`src/rtl/spi_fifo_irq_ctrl.sv`:
```
// spi_fifo_irq_ctrl: TX/RX word FIFOs feeding spi_master, with sticky maskable interrupt status
// Ports: wr_* host push into TX FIFO, rd_* show-ahead host pop from RX FIFO, tx_level/rx_level occupancy,
//        irq_en/irq_clr/irq_status/irq interrupt block, spi_* handshake with spi_master.
module spi_fifo_irq_ctrl #(
  parameter int DATA_WIDTH    = 16,
  parameter int FIFO_DEPTH    = 8,
  parameter int TX_LOW_THRESH = 2,
  parameter int START_CYCLES  = 3,
  parameter int BUSY_TIMEOUT  = 16,
  localparam int LW = $clog2(FIFO_DEPTH) + 1
) (
  input  logic                  clk,
  input  logic                  rst,
  input  logic                  wr_en,
  input  logic [DATA_WIDTH-1:0] wr_data,
  output logic                  wr_ready,
  input  logic                  rd_en,
  output logic [DATA_WIDTH-1:0] rd_data,
  output logic                  rd_valid,
  output logic [LW-1:0]         tx_level,
  output logic [LW-1:0]         rx_level,
  input  logic [3:0]            irq_en,
  input  logic [3:0]            irq_clr,
  output logic [3:0]            irq_status,
  output logic                  irq,
  output logic                  spi_start_tx,
  output logic [DATA_WIDTH-1:0] spi_tx_data,
  input  logic                  spi_busy,
  input  logic [DATA_WIDTH-1:0] spi_rx_data
);
  localparam int AW = LW - 1;
  localparam int CW = $clog2(START_CYCLES + BUSY_TIMEOUT + 1);
  typedef enum logic [2:0] {IDLE, LAUNCH, WAIT_BUSY, WAIT_DONE, CAPTURE} state_t;
  state_t state_q, state_d;
  logic [CW-1:0] cnt_q, cnt_d;
  logic [DATA_WIDTH-1:0] tx_mem_q [FIFO_DEPTH];
  logic [DATA_WIDTH-1:0] rx_mem_q [FIFO_DEPTH];
  logic [AW-1:0] tx_wp_q, tx_wp_d, tx_rp_q, tx_rp_d, rx_wp_q, rx_wp_d, rx_rp_q, rx_rp_d;
  logic [LW-1:0] tx_cnt_q, tx_cnt_d, rx_cnt_q, rx_cnt_d;
  logic [DATA_WIDTH-1:0] tx_data_q, tx_data_d;
  logic [3:0] status_q, status_d, cond;
  logic done_q, done_d;
  logic tx_full, tx_empty, rx_full, rx_empty, tx_push, tx_pop, rx_push, rx_pop;

  assign tx_full  = tx_cnt_q == LW'(FIFO_DEPTH);
  assign tx_empty = tx_cnt_q == '0;
  assign rx_full  = rx_cnt_q == LW'(FIFO_DEPTH);
  assign rx_empty = rx_cnt_q == '0;
  assign tx_push  = wr_en & ~tx_full;
  assign tx_pop   = state_q == IDLE & ~tx_empty & ~spi_busy;
  assign rx_push  = state_q == CAPTURE & ~rx_full;
  assign rx_pop   = rd_en & ~rx_empty;

  assign wr_ready   = ~tx_full;
  assign rd_valid   = ~rx_empty;
  assign rd_data    = rx_mem_q[rx_rp_q];
  assign tx_level   = tx_cnt_q;
  assign rx_level   = rx_cnt_q;
  assign irq_status = status_q;
  assign irq        = |(status_q & irq_en);

  always_comb begin
    tx_wp_d  = tx_wp_q + AW'(tx_push);
    tx_rp_d  = tx_rp_q + AW'(tx_pop);
    tx_cnt_d = tx_cnt_q + LW'(tx_push) - LW'(tx_pop);
    rx_wp_d  = rx_wp_q + AW'(rx_push);
    rx_rp_d  = rx_rp_q + AW'(rx_pop);
    rx_cnt_d = rx_cnt_q + LW'(rx_push) - LW'(rx_pop);
  end

  always_comb begin
    state_d = state_q;
    cnt_d   = '0;
    unique case (state_q)
      IDLE:      state_d = tx_pop ? LAUNCH : IDLE;
      LAUNCH: begin
        state_d = cnt_q == CW'(START_CYCLES - 1) ? WAIT_BUSY : LAUNCH;
        cnt_d   = cnt_q == CW'(START_CYCLES - 1) ? '0 : cnt_q + CW'(1);
      end
      WAIT_BUSY: begin
        state_d = spi_busy ? WAIT_DONE : cnt_q == CW'(BUSY_TIMEOUT - 1) ? IDLE : WAIT_BUSY;
        cnt_d   = cnt_q + CW'(1);
      end
      WAIT_DONE: state_d = spi_busy ? WAIT_DONE : CAPTURE;
      CAPTURE:   state_d = IDLE;
      default:   state_d = IDLE;
    endcase
  end

  // done_q remembers a completed transfer until software acknowledges tx_done
  always_comb begin
    spi_start_tx = state_q == LAUNCH;
    spi_tx_data  = tx_data_q;
    tx_data_d    = tx_pop ? tx_mem_q[tx_rp_q] : tx_data_q;
    done_d       = state_q == CAPTURE | (done_q & ~irq_clr[3]);
    cond         = {state_q == IDLE & tx_empty & done_q, state_q == CAPTURE & rx_full,
                    ~rx_empty, tx_cnt_q <= LW'(TX_LOW_THRESH)};
    status_d     = cond | (status_q & ~irq_clr);
  end

  always_ff @(posedge clk) begin
    if (tx_push) tx_mem_q[tx_wp_q] <= wr_data;
    if (rx_push) rx_mem_q[rx_wp_q] <= spi_rx_data;
  end

  always_ff @(posedge clk) begin
    if (rst) begin
      state_q   <= IDLE;
      cnt_q     <= '0;
      tx_wp_q   <= '0;
      tx_rp_q   <= '0;
      tx_cnt_q  <= '0;
      rx_wp_q   <= '0;
      rx_rp_q   <= '0;
      rx_cnt_q  <= '0;
      tx_data_q <= '0;
      done_q    <= 1'b0;
      status_q  <= '0;
    end else begin
      state_q   <= state_d;
      cnt_q     <= cnt_d;
      tx_wp_q   <= tx_wp_d;
      tx_rp_q   <= tx_rp_d;
      tx_cnt_q  <= tx_cnt_d;
      rx_wp_q   <= rx_wp_d;
      rx_rp_q   <= rx_rp_d;
      rx_cnt_q  <= rx_cnt_d;
      tx_data_q <= tx_data_d;
      done_q    <= done_d;
      status_q  <= status_d;
    end
  end
endmodule
```
`config.mk`:
```
export PLATFORM = sky130hd
export DESIGN_NAME = spi_fifo_irq_ctrl
export DESIGN_NICKNAME = d
export VERILOG_FILES = /design/src/rtl/spi_fifo_irq_ctrl.sv
export SDC_FILE = /design/constraint.sdc
export NUM_CORES = 1
export LEC_CHECK = 0
export CAP_MARGIN = 20
export CORE_ASPECT_RATIO = 0.7
export CORE_UTILIZATION = 52
export CTS_CLUSTER_DIAMETER = 200
export DETAILED_ROUTE_END_ITERATION = 8
export PLACE_DENSITY_LB_ADDON = 0.05
export REMOVE_ABC_BUFFERS = 1
export SYNTH_ARGS = -nofsm -noshare
export SYNTH_HDL_FRONTEND = slang
export SYNTH_SLANG_ARGS = --single-unit
```
`constraint.sdc`:
```
create_clock -name clk -period 2.7 [get_ports clk]
set_input_delay 0.675 -clock clk [delete_from_list [all_inputs] [get_ports clk]]
set_output_delay 0.675 -clock clk [all_outputs]
set_load 0.02 [all_outputs]
```
==> results of run 1 <==
registers in the layout, indices dropped and copies added, names as in the netlist:
name         flops
rx_level         4
tx_level         4
tx_mem_q       128
spi_tx_data     16
done_q           1
cnt_q            5
rx_rp_q          3
irq_status       4
tx_rp_q          3
state_q          3
tx_wp_q          3
rx_wp_q          3
rx_mem_q       128
critical path, stage by stage (launching register included):
cell,delay (ps)
dfxtp_4,400
buf_6,140
buf_12,130
mux4_2,500
mux2_4,300
buf_6,130
placed cells by master, fill, tap and decap left out, types with 2 or more instances in the layout:
cell type,netlist,layout
edfxtp_1,256,256
clkdlybuf4s50_1,0,75
dfxtp_1,49,48
nor2_1,37,37
mux4_2,32,32
mux4_1,32,32
clkbuf_16,0,31
buf_4,2,26
ha_1,24,24
mux2_2,32,22
inv_1,20,19
a22o_1,16,16
buf_12,0,16
nor2b_1,12,12
clkbuf_1,11,12
buf_6,4,12
mux2_4,0,10
nand2_1,9,9
a21oi_1,7,7
nand2b_1,7,7
xnor2_1,7,7
clkinv_1,0,5
nor3_2,0,4
buf_2,6,4
nand3_1,3,3
xor2_1,3,3
buf_16,0,3
or3b_2,2,2
a22oi_1,2,2
o21ai_0,2,2
a21o_1,2,2
fa_1,2,2
clkinv_2,0,2
how the worst max path moves through the flow:
stage	start	to	slack, ps	depth (start not counted)
3_3_place_gp	rx_rp_q[0]	rd_data[12]	30	4
2_1_floorplan	rx_rp_q[0]	rd_data[0]	-410	2
4_1_cts	rx_rp_q[0]	rd_data[6]	-140	5
6_report	rx_rp_q[0]	rd_data[6]	-110	5
3_5_place_dp	rx_rp_q[0]	rd_data[12]	-6	4
5_1_grt	rx_rp_q[0]	rd_data[6]	-160	5
final cells by class:
| cell class | count | area share (%) |
|---|---|---|
| multi-input combinational | 250 | 21.2 |
| clock buffer | 43 | 5.53 |
| inverter | 20 | 0.513 |
| tap | 305 | 2.61 |
| timing repair buffer | 138 | 10.5 |
| sequential | 305 | 59.2 |
| clock inverter | 8 | 0.402 |
timing repair:
action	in CTS	in global routing
hold endpoints to repair	0	0
pin swaps	0	0
gates cloned	3	1
buffers inserted	5	3
resized for setup	105	5
setup endpoints to repair	17	17
through the flow:
step | instance area [sq um] | util [%] | hold WS (ps)
final | 14600 | 66.3 | 464
after global routing | 14600 | 66.3 | 499
after CTS | 14600 | 66.2 | 466
after detailed placement | 13600 | 61.4 | 454
after global placement | 13600 | 61.4 | 437
after floorplan | 11800 | - | 430
power by group through the flow:
stage	sequential (uW)	combinational [uW]	clock, uW
CTS	5580	3320	3810
finish	5580	3330	3730
global route	5610	3580	4010
detailed placement	5670	3010	0
floorplan	5980	1570	0
global placement	5660	2940	0
logic make-up (layout without fill, tap and decap cells):
kind of cell | after synthesis | after routing | share of synthesized area [%]
xor gates and xnor gates | 10 | 10 | 0.734
DFF | 305 | 305 | 72.7
buffers and inverters | 44 | 209 | 1.76
muxes | 96 | 96 | 16.1
and+or+nand+nor | 84 | 84 | 3.78
AOI/OAI and AO/OA | 34 | 34 | 2.11
adders and majority gates | 26 | 26 | 2.85
routing by layer:
layer	wire length [um]	up-vias	GRT usage, %
met1	10800	3023	29.8
met4	328	2	3.73
met5	9	-	0
li1	-	2704	-
met3	1110	25	3.54
met2	10400	145	31.6
==> impl_metrics.yaml, run 1 <==
timing:
  worst_slew_pin_slew_ps: 534
  timing.final.crit_period_ps: 2810
  final_hold_vios: 0
  min_period_over_period_pct: 104
  clock_skew_ps: 12.0
  tightest_slew_margin_relative_to_the_limit_pct: 64.0
  fmax_mhz: 356
  rsz_0062_raised_after_global_routing: "true"
  report.final.setup_viol: 15
  report.final.slew_viol_count: 0
  fin_setup_tns_ps: -1220
  worst_slack_ps: -109
critical_path:
  r2r_end: "rx_level[2]"
  worst-r2r-setup-slack_ps: 250
  r2r_cells: 10
  endpoint_kind: "output port"
  critPathRequiredTime_ps: 2030
  r2r-start: "state_q[2]"
  worstSetupStartpointType: "flop"
  path_class: "reg -> out"
  timing.critical_path.arrival_ps: 2130
  critical_path_peak_fanout: 7
finish:
  antenna_cells: 0
  flow.area_growth_from_synthesis_pct: 22.7
  post_route_cells_drive_above_1_share_pct: 22.6
  nFillCells: 1518
  stdcell_count: 1069
  sequential_cell_area_sq_mm: 0.00867
  nets: 814
  multiInputGateArea_sq_mm: 0.00311
die:
  fp.dieArea_sq_mm: 0.0236
  rows: 45
  die_h_um: 129
  die-width_um: 183
  io-pin-count: 93
  design.core.area_sq_mm: 0.0221
  initial_core_util_pct: 54.1
clocking:
  clock_latency_late_sink_ps: 530
  number_of_clock_buffers_inserted_by_tritoncts: 28
  worst_setup_hold_path_clk_slew_ps: 60
  postCtsHoldBufs: 0
  htree_depth: 1
  cts_tree: "built"
  cts.sink_count: 305
  cts_root_buf: "clkbuf_16"
  cts-root-to-sink-buffers: 3
yosys:
  netlist_instances: 599
  async_set_or_reset_flop_fraction_in_the_synthesized_netlist_pct: 0
  number_of_synthesized_register_bits: 305
  syn_avg_cell_area_sq_um: 19.9
  yosys.cell_count.top_type: "edfxtp_1"
  yosysTopAreaCellShare_pct: 64.4
  synth-edff-count: 256
  ys.flop_type: "edfxtp_1"
  synth_top_cells_by_count: "edfxtp_1 (256), dfxtp_1 (49), nor2_1 (37)"
  yosys.cell_types.count: 41
  post_synth_instance_area_sq_mm: 0.0119
  synth.top_cells.by_area: "edfxtp_1 (64%), dfxtp_1 (8.2%), mux4_1 (7.0%), mux4_2 (6.0%), mux2_2 (3.0%)"
  synth.yosys.warnings: 0
  yosysSeqAreaShare_pct: 72.7
  netlist.top_cell.by_area: "edfxtp_1"
pwr:
  p_leak_uw: 0.00497
  p_sw_uw: 3240
  swShare_pct: 25.6
  share_clk_of_total_power_pct: 29.5
  p_seq_share_pct: 44.1
  powerDensity_mw_per_mm2: 863
  power_internal_uw: 9400
  p_comb_share_pct: 26.4
  ir_drop_v: 0.000612
  power.total_uw: 12600
status:
  failed_checks: "setup timing"
  status: "finished, violations left"
detailed_routing:
  detail_route.drc_violations: 0
  first_pass_iters: 4
  ant_nets: 0
  detail_route.iter0.violations: 379
  total_wirelength_of_the_detailed_routed_design_um: 22700
  wl_per_cell_um: 21.2
  routed_via_density: 5.52
  detailroute.via_count: 5899
placed_design:
  dp_hpwl_um: 13400
  detailedPlace.worstSlack_ps: -6.02
  place_congestion: 0.736
  post-place-cells: 1007
  port-buffer-count: 92
global_routing:
  wire_length_of_the_first_global_routing_pass_um: 35200
  grt_start_max_net_pins: 34
  antenna_found_initial: 1
  gr-total-overflow: 0
  grt_util_all_layers_pct: 20.0
  first_global_vias: 6206
worst_hold_path:
  hold-path-cell-count: 2
  hold_end: "done_q"
  launch_point_of_the_worst_hold_path: "done_q"
  holdCritPathClass: "reg -> reg"
job:
  maxCapViolations: 0
(Power assumes the default switching activity.)
==> inputs of run 2 (changes only) <==
==> constraint.sdc (replaced) <==
create_clock -name clk -period 2.7 [get_ports clk]
set_input_delay 0.675 -clock clk [delete_from_list [all_inputs] [get_ports clk]]
set_output_delay 0.675 -clock clk [all_outputs]
set_load 0.05 [all_outputs]
==> impl_metrics.yaml, run 2 (same netlist as run 1, synthesis figures left out) <==
status:
  status: "finished, violations left"
  failed_checks: "setup timing"
clocking:
  cts-root-to-sink-buffers: 3
  htree_depth: 1
  cts_root_buf: "clkbuf_16"
  clock_latency_late_sink_ps: 530
  postCtsHoldBufs: 0
  worst_setup_hold_path_clk_slew_ps: 60
  number_of_clock_buffers_inserted_by_tritoncts: 29
  cts_tree: "built"
  cts.sink_count: 305
finish:
  final_cell_mix: "edfxtp_1 (256), clkdlybuf4s50_1 (72), dfxtp_1 (48)"
  flow.area_growth_from_synthesis_pct: 22.0
  post_route_cells_drive_above_1_share_pct: 23.7
  antenna_cells: 0
  nets: 809
  stdcell_count: 1066
  final_common_cell: "edfxtp_1"
die:
  die_h_um: 129
  fp.dieArea_sq_mm: 0.0236
  io-pin-count: 93
  design.core.area_sq_mm: 0.0221
  rows: 45
  die-width_um: 183
  initial_core_util_pct: 54.1
critical_path:
  worstSetupStartpointType: "flop"
  critical_path_peak_fanout: 5
  path_class: "reg -> out"
  critPathRequiredTime_ps: 2030
  timing.critical_path.arrival_ps: 2130
  endpoint_kind: "output port"
  worst-r2r-setup-slack_ps: 270
global_routing:
  first_global_vias: 6006
  wire_length_of_the_first_global_routing_pass_um: 34000
  grt_util_all_layers_pct: 19.4
  gr-total-overflow: 0
  grt_start_max_net_pins: 34
  antenna_found_initial: 2
timing:
  rsz_0062_raised_after_global_routing: "true"
  worst_slew_pin_slew_ps: 644
  clock_skew_ps: 10.9
  report.final.slew_viol_count: 0
  tightest_slew_margin_relative_to_the_limit_pct: 56.6
  worst_slack_ps: -104
  timing.final.crit_period_ps: 2800
  min_period_over_period_pct: 104
  final_hold_vios: 0
  hold_ws_ps: 466
  report.final.setup_viol: 16
  fmax_mhz: 357
pwr:
  ir_drop_v: 0.000896
  powerDensity_mw_per_mm2: 915
  p_leak_uw: 0.00495
detailed_routing:
  detail_route.drc_violations: 0
  detail_route.iter0.violations: 345
  total_wirelength_of_the_detailed_routed_design_um: 21900
  detailroute.via_count: 5846
  ant_nets: 0
  routed_via_density: 5.48
  wl_per_cell_um: 20.5
  first_pass_iters: 4
worst_hold_path:
  holdCritPathClass: "reg -> reg"
placed_design:
  post-place-cells: 1009
  dp_hpwl_um: 13100
  port-buffer-count: 92
  place_congestion: 0.748
job:
  maxCapViolations: 0
-- run 2: cell types whose count changed in the layout (fill, tap and decap cells not counted), moves of 3 or more --
| cell | before | now |
|---|---|---|
| clkbuf_1 | 12 | 2 |
| buf_12 | 16 | 8 |
| buf_4 | 26 | 32 |
| mux2_2 | 22 | 27 |
| mux2_4 | 10 | 5 |
| buf_2 | 4 | 0 |
| buf_8 | 0 | 4 |
| clkinv_2 | 2 | 6 |
| bufinv_16 | 1 | 4 |
| clkdlybuf4s50_1 | 75 | 72 |
| clkinv_4 | 0 | 3 |
-- run 2: per-layer routing --
| layer | vias up | share of wire [%] | global-route usage (%) |
|---|---|---|---|
| li1 | 2696 | - | - |
| met1 | 2974 | 47 | 29.0 |
| met2 | 144 | 46 | 30.2 |
| met3 | 30 | 4.9 | 3.59 |
| met4 | 2 | 1.6 | 3.92 |
| met5 | - | 0.055 | 0 |
-- run 2: per-stage QoR --
stage               utilization, %  TNS (ps)  total power [uW]  worst slack (ps)  cell area (sq um)
CTS                           65.7     -1630             13400              -129              14500
floorplan                        -    -43420              8100              -674              11800
finish                        65.9     -1220             13300              -104              14600
global route                  65.9     -2210             13900              -165              14600
detailed placement            61.0         0              9230              65.5              13500
global placement              61.0         0              9150               157              13500
-- run 2: where the power goes --
| group | switching (uW) | internal [uW] | total (uW) | leakage, uW |
|---|---|---|---|---|
| Combinational | 1990 | 1710 | 3700 | 0.00177 |
| Clock | 1680 | 2360 | 4040 | 0.000471 |
| Sequential | 180 | 5390 | 5570 | 0.00271 |
-- run 2: cell type report --
cell class,instances,area (sq um)
inverter,20,75.1
sequential,305,8670
timing repair buffer,132,1370
fill,1519,7520
tap,305,382
clock buffer,31,733
multi-input combinational,250,3090
clock inverter,23,231
-- run 2: what timing repair did --
item | CTS | global route
setup endpoints to repair | 19 | 17
gates cloned | 1 | 0
resized for setup | 16 | 16
setup buffers | 1 | 1
-- run 2: worst max-delay path, stage by stage, from the launching register on --
cell     delay [ps]
dfxtp_4         440
buf_4           190
mux4_2          490
mux2_2          280
buf_4           190
-- run 2: final timing paths --
kind,from,endpoint,cells past startpoint
max,rx_rp_q[0],rd_data[4],4
min,done_q,done_q,2
max reg2reg,state_q[0],rx_level[2],10
min reg2reg,done_q,done_q,2
